File: config.mk
export PLATFORM = sky130hd
export DESIGN_NAME = mem_controller_loadless
export DESIGN_NICKNAME = d
export VERILOG_FILES = /design/src/rtl/mem_controller_loadless_pkg.sv /design/src/rtl/mem_controller_loadless_checker.sv /design/src/rtl/mem_controller_loadless_write_memory_arbiter.sv /design/src/rtl/mem_controller_loadless.sv
export SDC_FILE = /design/constraint.sdc
export NUM_CORES = 1
export LEC_CHECK = 0
export BUFFER_PORTS_ARGS = -buffer_cell sky130_fd_sc_hd__clkbuf_2
export CAP_MARGIN = 20
export CORE_ASPECT_RATIO = 1.1
export CORE_MARGIN = 2
export CORE_UTILIZATION = 42
export CTS_BUF_LIST = sky130_fd_sc_hd__clkbuf_4 sky130_fd_sc_hd__clkbuf_8
export DETAILED_ROUTE_END_ITERATION = 10
export PLACE_DENSITY = 0.8
export SETUP_SLACK_MARGIN = 0.05
export SYNTH_ARGS = -nofsm -noshare
export SYNTH_HDL_FRONTEND = slang
export SYNTH_SLANG_ARGS = --single-unit
File: constraint.sdc
create_clock -name clk -period 5.2 [get_ports clk]
set_input_delay 0.78 -clock clk [delete_from_list [all_inputs] [get_ports clk]]
set_output_delay 0.78 -clock clk [all_outputs]
set_load 0.1 [all_outputs]
File: src/rtl/mem_controller_loadless_pkg.sv
// Shared types and defaults for the store-only memory controller.
package mem_controller_loadless_pkg;

  typedef enum logic [1:0] {
    IDLE = 2'd0,
    RUN  = 2'd1,
    END  = 2'd2
  } mc_state_t;

  localparam int DEFAULT_CNT_W = 32;

endpackage

File: src/rtl/mem_controller_loadless_checker.sv
// Invariant checks on the pending-store counter.
module mem_controller_loadless_checker #(
  parameter int CNT_W = 32
) (
  input logic             clk,
  input logic             rst,
  input logic [CNT_W-1:0] pending,
  input logic [CNT_W-1:0] ctrl_sum,
  input logic             grant_any
);

  logic [CNT_W:0] wide_sum;

  assign wide_sum = {1'b0, pending} + {1'b0, ctrl_sum};

  // Announced stores must never push the counter past its range.
  a_no_overflow: assert property (@(posedge clk) disable iff (rst) !wide_sum[CNT_W]);

  // A store is only issued against an outstanding announcement.
  a_no_underflow: assert property (@(posedge clk) disable iff (rst)
    !(grant_any && (pending == '0)));

endmodule

File: src/rtl/mem_controller_loadless_write_memory_arbiter.sv
// Fixed-priority store arbiter: lowest eligible port wins, addr/data taken as a
// pair, and the winning pair is registered onto the BRAM write port.
module write_memory_arbiter #(
  parameter int NUM_STORES = 1,
  parameter int DATA_TYPE  = 32,
  parameter int ADDR_TYPE  = 32
) (
  input  logic                            clk,
  input  logic                            rst,
  input  logic                            enable,
  input  logic [NUM_STORES*ADDR_TYPE-1:0] st_addr,
  input  logic [NUM_STORES-1:0]           st_addr_valid,
  input  logic [NUM_STORES*DATA_TYPE-1:0] st_data,
  input  logic [NUM_STORES-1:0]           st_data_valid,
  output logic [NUM_STORES-1:0]           grant,
  output logic                            grant_any,
  output logic                            store_en,
  output logic [ADDR_TYPE-1:0]            store_addr,
  output logic [DATA_TYPE-1:0]            store_data
);

  logic [ADDR_TYPE-1:0] sel_addr;
  logic [DATA_TYPE-1:0] sel_data;
  logic                 found;

  // Lowest-index port with both address and data valid is granted.
  always_comb begin
    grant    = '0;
    found    = 1'b0;
    sel_addr = '0;
    sel_data = '0;
    for (int i = 0; i < NUM_STORES; i++) begin
      if (enable && !found && st_addr_valid[i] && st_data_valid[i]) begin
        grant[i] = 1'b1;
        found    = 1'b1;
        sel_addr = st_addr[i*ADDR_TYPE +: ADDR_TYPE];
        sel_data = st_data[i*DATA_TYPE +: DATA_TYPE];
      end else begin
        grant[i] = 1'b0;
      end
    end
  end

  assign grant_any = found;

  // Write port register: address/data hold when no store is issued.
  always_ff @(posedge clk) begin
    if (rst) begin
      store_en   <= 1'b0;
      store_addr <= '0;
      store_data <= '0;
    end else if (grant_any) begin
      store_en   <= 1'b1;
      store_addr <= sel_addr;
      store_data <= sel_data;
    end else begin
      store_en   <= 1'b0;
    end
  end

endmodule

File: src/rtl/mem_controller_loadless.sv
// Store-only memory controller: counts announced stores, arbitrates store ports
// onto one BRAM write port and signals memEnd once everything has landed.
module mem_controller_loadless
  import mem_controller_loadless_pkg::*;
#(
  parameter int NUM_CONTROLS = 1,
  parameter int NUM_STORES   = 1,
  parameter int DATA_TYPE    = 32,
  parameter int ADDR_TYPE    = 32,
  parameter int CNT_W        = DEFAULT_CNT_W
) (
  input  logic                            clk,
  input  logic                            rst,
  input  logic                            memStart_valid,
  output logic                            memStart_ready,
  output logic                            memEnd_valid,
  input  logic                            memEnd_ready,
  input  logic                            ctrlEnd_valid,
  output logic                            ctrlEnd_ready,
  input  logic [NUM_CONTROLS*CNT_W-1:0]   ctrl,
  input  logic [NUM_CONTROLS-1:0]         ctrl_valid,
  output logic [NUM_CONTROLS-1:0]         ctrl_ready,
  input  logic [NUM_STORES*ADDR_TYPE-1:0] stAddr,
  input  logic [NUM_STORES-1:0]           stAddr_valid,
  output logic [NUM_STORES-1:0]           stAddr_ready,
  input  logic [NUM_STORES*DATA_TYPE-1:0] stData,
  input  logic [NUM_STORES-1:0]           stData_valid,
  output logic [NUM_STORES-1:0]           stData_ready,
  input  logic [DATA_TYPE-1:0]            loadData,
  output logic                            loadEn,
  output logic [ADDR_TYPE-1:0]            loadAddr,
  output logic                            storeEn,
  output logic [ADDR_TYPE-1:0]            storeAddr,
  output logic [DATA_TYPE-1:0]            storeData
);

  mc_state_t        state, state_next;
  logic [CNT_W-1:0] pending, pending_next, ctrl_sum, grant_dec;
  logic             end_seen, end_seen_next;
  logic             start_ready_c, end_ready_c, end_valid_c, in_run;
  logic             issue_enable, grant_any;
  logic [NUM_STORES-1:0] grant;
  logic             unused_load;

  assign unused_load = ^loadData;
  assign loadEn      = 1'b0;
  assign loadAddr    = '0;

  // Every ready/valid output is forced low while reset is asserted.
  assign memStart_ready = start_ready_c & ~rst;
  assign ctrlEnd_ready  = end_ready_c & ~rst;
  assign memEnd_valid   = end_valid_c & ~rst;
  assign ctrl_ready     = {NUM_CONTROLS{in_run & ~rst}};
  assign stAddr_ready   = grant;
  assign stData_ready   = grant;

  assign issue_enable = in_run && (pending != '0) && !rst;
  assign grant_dec    = {{(CNT_W-1){1'b0}}, grant_any};

  // Sum of store counts accepted this cycle across all control channels.
  always_comb begin
    ctrl_sum = '0;
    for (int i = 0; i < NUM_CONTROLS; i++) begin
      if (ctrl_valid[i] && ctrl_ready[i]) begin
        ctrl_sum = ctrl_sum + ctrl[i*CNT_W +: CNT_W];
      end else begin
        ctrl_sum = ctrl_sum;
      end
    end
  end

  assign pending_next = pending + ctrl_sum - grant_dec;

  // Next-state and handshake decode of the controller FSM.
  always_comb begin
    state_next    = state;
    end_seen_next = end_seen;
    start_ready_c = 1'b0;
    end_ready_c   = 1'b0;
    end_valid_c   = 1'b0;
    in_run        = 1'b0;
    case (state)
      IDLE: begin
        start_ready_c = 1'b1;
        if (memStart_valid) begin
          state_next = RUN;
        end else begin
          state_next = IDLE;
        end
      end
      RUN: begin
        in_run      = 1'b1;
        end_ready_c = !end_seen;
        if (ctrlEnd_valid && !end_seen) begin
          end_seen_next = 1'b1;
        end else begin
          end_seen_next = end_seen;
        end
        // storeEn low means the final write has already reached the BRAM
        if (end_seen && (pending == '0) && (ctrl_valid == '0) && !storeEn) begin
          state_next = END;
        end else begin
          state_next = RUN;
        end
      end
      END: begin
        end_valid_c = 1'b1;
        if (memEnd_ready) begin
          state_next    = IDLE;
          end_seen_next = 1'b0;
        end else begin
          state_next = END;
        end
      end
      default: begin
        state_next    = IDLE;
        end_seen_next = 1'b0;
      end
    endcase
  end

  // FSM, pending-store counter and end-of-control flag.
  always_ff @(posedge clk) begin
    if (rst) begin
      state    <= IDLE;
      pending  <= '0;
      end_seen <= 1'b0;
    end else begin
      state    <= state_next;
      pending  <= pending_next;
      end_seen <= end_seen_next;
    end
  end

  write_memory_arbiter #(
    .NUM_STORES (NUM_STORES),
    .DATA_TYPE  (DATA_TYPE),
    .ADDR_TYPE  (ADDR_TYPE)
  ) u_arb (
    .clk           (clk),
    .rst           (rst),
    .enable        (issue_enable),
    .st_addr       (stAddr),
    .st_addr_valid (stAddr_valid),
    .st_data       (stData),
    .st_data_valid (stData_valid),
    .grant         (grant),
    .grant_any     (grant_any),
    .store_en      (storeEn),
    .store_addr    (storeAddr),
    .store_data    (storeData)
  );

  mem_controller_loadless_checker #(
    .CNT_W (CNT_W)
  ) u_chk (
    .clk       (clk),
    .rst       (rst),
    .pending   (pending),
    .ctrl_sum  (ctrl_sum),
    .grant_any (grant_any)
  );

endmodule

==> reports/metrics.yaml <==
setup_path:
  start_kind: "register"
  critPathMaxFanout: 5
  required_ns: 5.48
  path_buf_inv: 2
  cpMaxStageDelayCell: "nor4_1"
  max_stage_delay_ns: 0.66
  worstPathCellList: "nor4_1 -> nand2_1 -> nor4_1 -> nor3_2 -> ha_1 -> inv_1 -> ha_1 -> inv_1 -> fa_1 -> nand2b_1 -> a21oi_1 -> o21ai_1 -> nand2_1 -> a21o_1 -> a31oi_1 -> mux2_1"
  critical_path.top_delay_family: "simple AND/OR/NAND/NOR gates"
  critPathKind: "register to register"
  end_kind: "register"
  critPathArrivalTime_ns: 4.57
logic_synthesis:
  ys_top_cells_by_area: "dfxtp_1 32%, ha_1 13%, mux2i_1 10%, nor2_1 6.9%, inv_1 5.9%"
  synthAdderAreaFrac_pct: 12.9
  ys_ff_latch: 100
  yosysWarnings: 0
  synth_top_area_share_pct: 32.4
  synth_cells: 758
  synth_edf_count: 0
  synth_xor_xnor_area_share_pct: 2.84
  synth_top_flop_cell: "dfxtp_1"
  yosys.area_share.simple_pct: 17.1
  synth-seq-area-share_pct: 32.4
  async_flop_share_pct: 0
  synth_mux_area_share_pct: 11.1
  yosysUniqueCellTypes: 52
  syn_area_sq_um: 6180
  yosysTopAreaCell: "dfxtp_1"
  synth_compound_area_share_pct: 10.8
  synth_top_family_by_area: "simple AND/OR/NAND/NOR gates"
  syn_area_per_cell_sq_um: 8.15
cts:
  cts_setup_buffers: 0
  ctsHoldBuffers: 0
  cts_root_buf: "clkbuf_8"
  clk_latency_ns: 0.39
  cts_buffers: 9
  cts_buffer_depth: 2
  clk_pin_slew_ns: 0.10
  post_cts_resized: 0
  cts_tree: "built"
  htree_levels: 3
  cts_num_sinks: 100
floorplan:
  core_region_area_sq_um: 14400
  die-area_sq_um: 15700
  die_w_um: 120
  initial_utilization_pct: 42.9
  rows: 46
  io-pin-count: 240
  dieHeight_um: 131
layout:
  nets: 1113
  n_antenna_cell: 0
  drive_gt1_share_pct: 22.0
  mostFrequentLayoutCell: "clkbuf_2"
  most-common-layout-cells: "173 x clkbuf_2, 113 x nor2_1, 100 x dfxtp_1, 97 x inv_1, 64 x mux2i_1"
  final_cells: 1111
  area_growth_pct: 16.9
  final_cell_area_sq_um: 7220
sta:
  slew_headroom_pct: 33.1
  finClkSkew_ns: 0.0151
  fin_crit_sh_pct: 82.4
  tightestPinTransition_ns: 1.00
  hold_violations: 0
  min_period_ns: 4.28
  fmax_mhz: 233
  slew_violations: 0
  finalSetupViolCount: 0
  setup_tns_ns: 0
  rsz0062_at_grt: "no"
placed_design:
  place_area_sq_um: 7030
  dpl.hpwl_mm: 11.0
  place_inst: 1095
  port_buffers: 174
  gp_congestion: 0.909
pwr:
  irDropWorstVdd_mv: 0.333
  p_leak_nw: 3.52
  power_density_nw_per_um2: 530
route:
  wl_per_cell_um: 12.5
  num_vias: 5331
  postRouteAntennaNets: 0
  routed_wl_mm: 13.9
  drt_first_pass_iters: 4
  viasPerCell: 4.80
  drc: 0
  drt_iter0_drc: 184
global_route:
  gr-total-overflow: 0
  grt_start_max_net_pins: 64
  grt_first_pass_wirelength_mm: 23.0
  antenna_found_initial: 0
  grt_pass1_vias: 5023
  groute.usage.overall_pct: 17.9
run_status:
  outcome: "completed"
flow_run:
  drv_cap: 0
worst_hold_path:
  hp-class: "register to register"
[routing by layer]
layer	share of wire (%)	global-route usage, %	routed length, um
met1	44	21.9	6100
met2	49	30.9	6770
met3	5.0	2.91	687
met4	2.1	7.52	293
met5	0	0	0
[cell families (layout without fill, tap and decap cells)]
| logic type | count (synthesis) | count (layout) |
|---|---|---|
| xor gates and xnor gates | 20 | 20 |
| AOI/OAI and AO/OA | 101 | 101 |
| adders and majority gates | 63 | 63 |
| muxes | 68 | 68 |
| other | 1 | 33 |
| and+or+nand+nor | 242 | 242 |
| DFF | 100 | 100 |
| buffers and inverters | 163 | 292 |
[per-stage QoR]
| stage | utilization, % | hold WS, ns | power, W | setup slack, ns |
|---|---|---|---|---|
| after floorplan | - | 0.480 | 0.00293 | 0.994 |
| after global placement | 48.8 | 0.472 | 0.00328 | 1.02 |
| after detailed placement | 48.8 | 0.482 | 0.00333 | 0.971 |
| after CTS | 50.2 | 0.507 | 0.00384 | 0.911 |
| after global routing | 50.2 | 0.523 | 0.00421 | 0.590 |
| final | 50.2 | 0.498 | 0.00383 | 0.916 |
[layout make-up]
class / count / area, sq um
Clock buffer: 9 / 124
Clock inverter: 7 / 66.3
Fill cell: 1408 / 7170
Inverter: 97 / 364
Multi-Input combinational cell: 527 / 3510
Sequential cell: 100 / 2000
Tap cell: 192 / 240
Timing Repair Buffer: 179 / 911
[tightest hold or removal path, delay by kind of cell, from the launching register on]
kind | cells | cell delay [ns]
DFF | 1 | 0.33
and+or+nand+nor | 1 | 0.07
muxes | 1 | 0.06
[registers in the layout, indices dropped and copies added, names as in the netlist]
name and cells:
end_seen 1, pending 32, state 2, u_arb.store_addr 32, u_arb.store_data 32, u_arb.store_en 1
[where the power goes]
group	internal, W	switching (W)	leakage, nW
Combinational	0.000938	0.00146	2.61
Clock	0.000186	0.000302	0.0953
Sequential	0.000885	0.0000600	0.816
Total	0.00201	0.00182	3.52
[worst paths after layout]
| check | cells past startpoint | slack, ns | end | startpoint |
|---|---|---|---|---|
| max | 16 | 0.92 | pending[30]$_SDFF_PP0_ | pending[7]$_SDFF_PP0_ |
| min | 2 | 0.50 | u_arb.store_data[21]$_SDFFE_PP0N_ | u_arb.store_data[21]$_SDFFE_PP0N_ |
| max reg2reg | 16 | 0.92 | pending[30]$_SDFF_PP0_ | pending[7]$_SDFF_PP0_ |
| min reg2reg | 2 | 0.50 | u_arb.store_data[21]$_SDFFE_PP0N_ | u_arb.store_data[21]$_SDFFE_PP0N_ |
[cell usage after synthesis, types with 3 or more instances]
cell type and n:
nor4_1 9, xnor2_1 11, and2_1 3, nor3b_1 3, a21oi_1 35, buf_2 4
ha_1 62, nor2b_1 10, inv_1 97, o21a_1 3, o21ai_0 12, mux2_1 4
a21o_1 15, o211ai_1 5, dfxtp_1 100, clkbuf_1 21, nand3_1 8, mux2i_1 64
buf_6 6, nor3_1 18, and3_1 4, nand2_1 60, nor2_1 113, xor2_1 9
nand2b_1 5, a211oi_1 3, a31oi_1 5, nand4_1 7, buf_4 34
(Power assumes the default switching activity.)
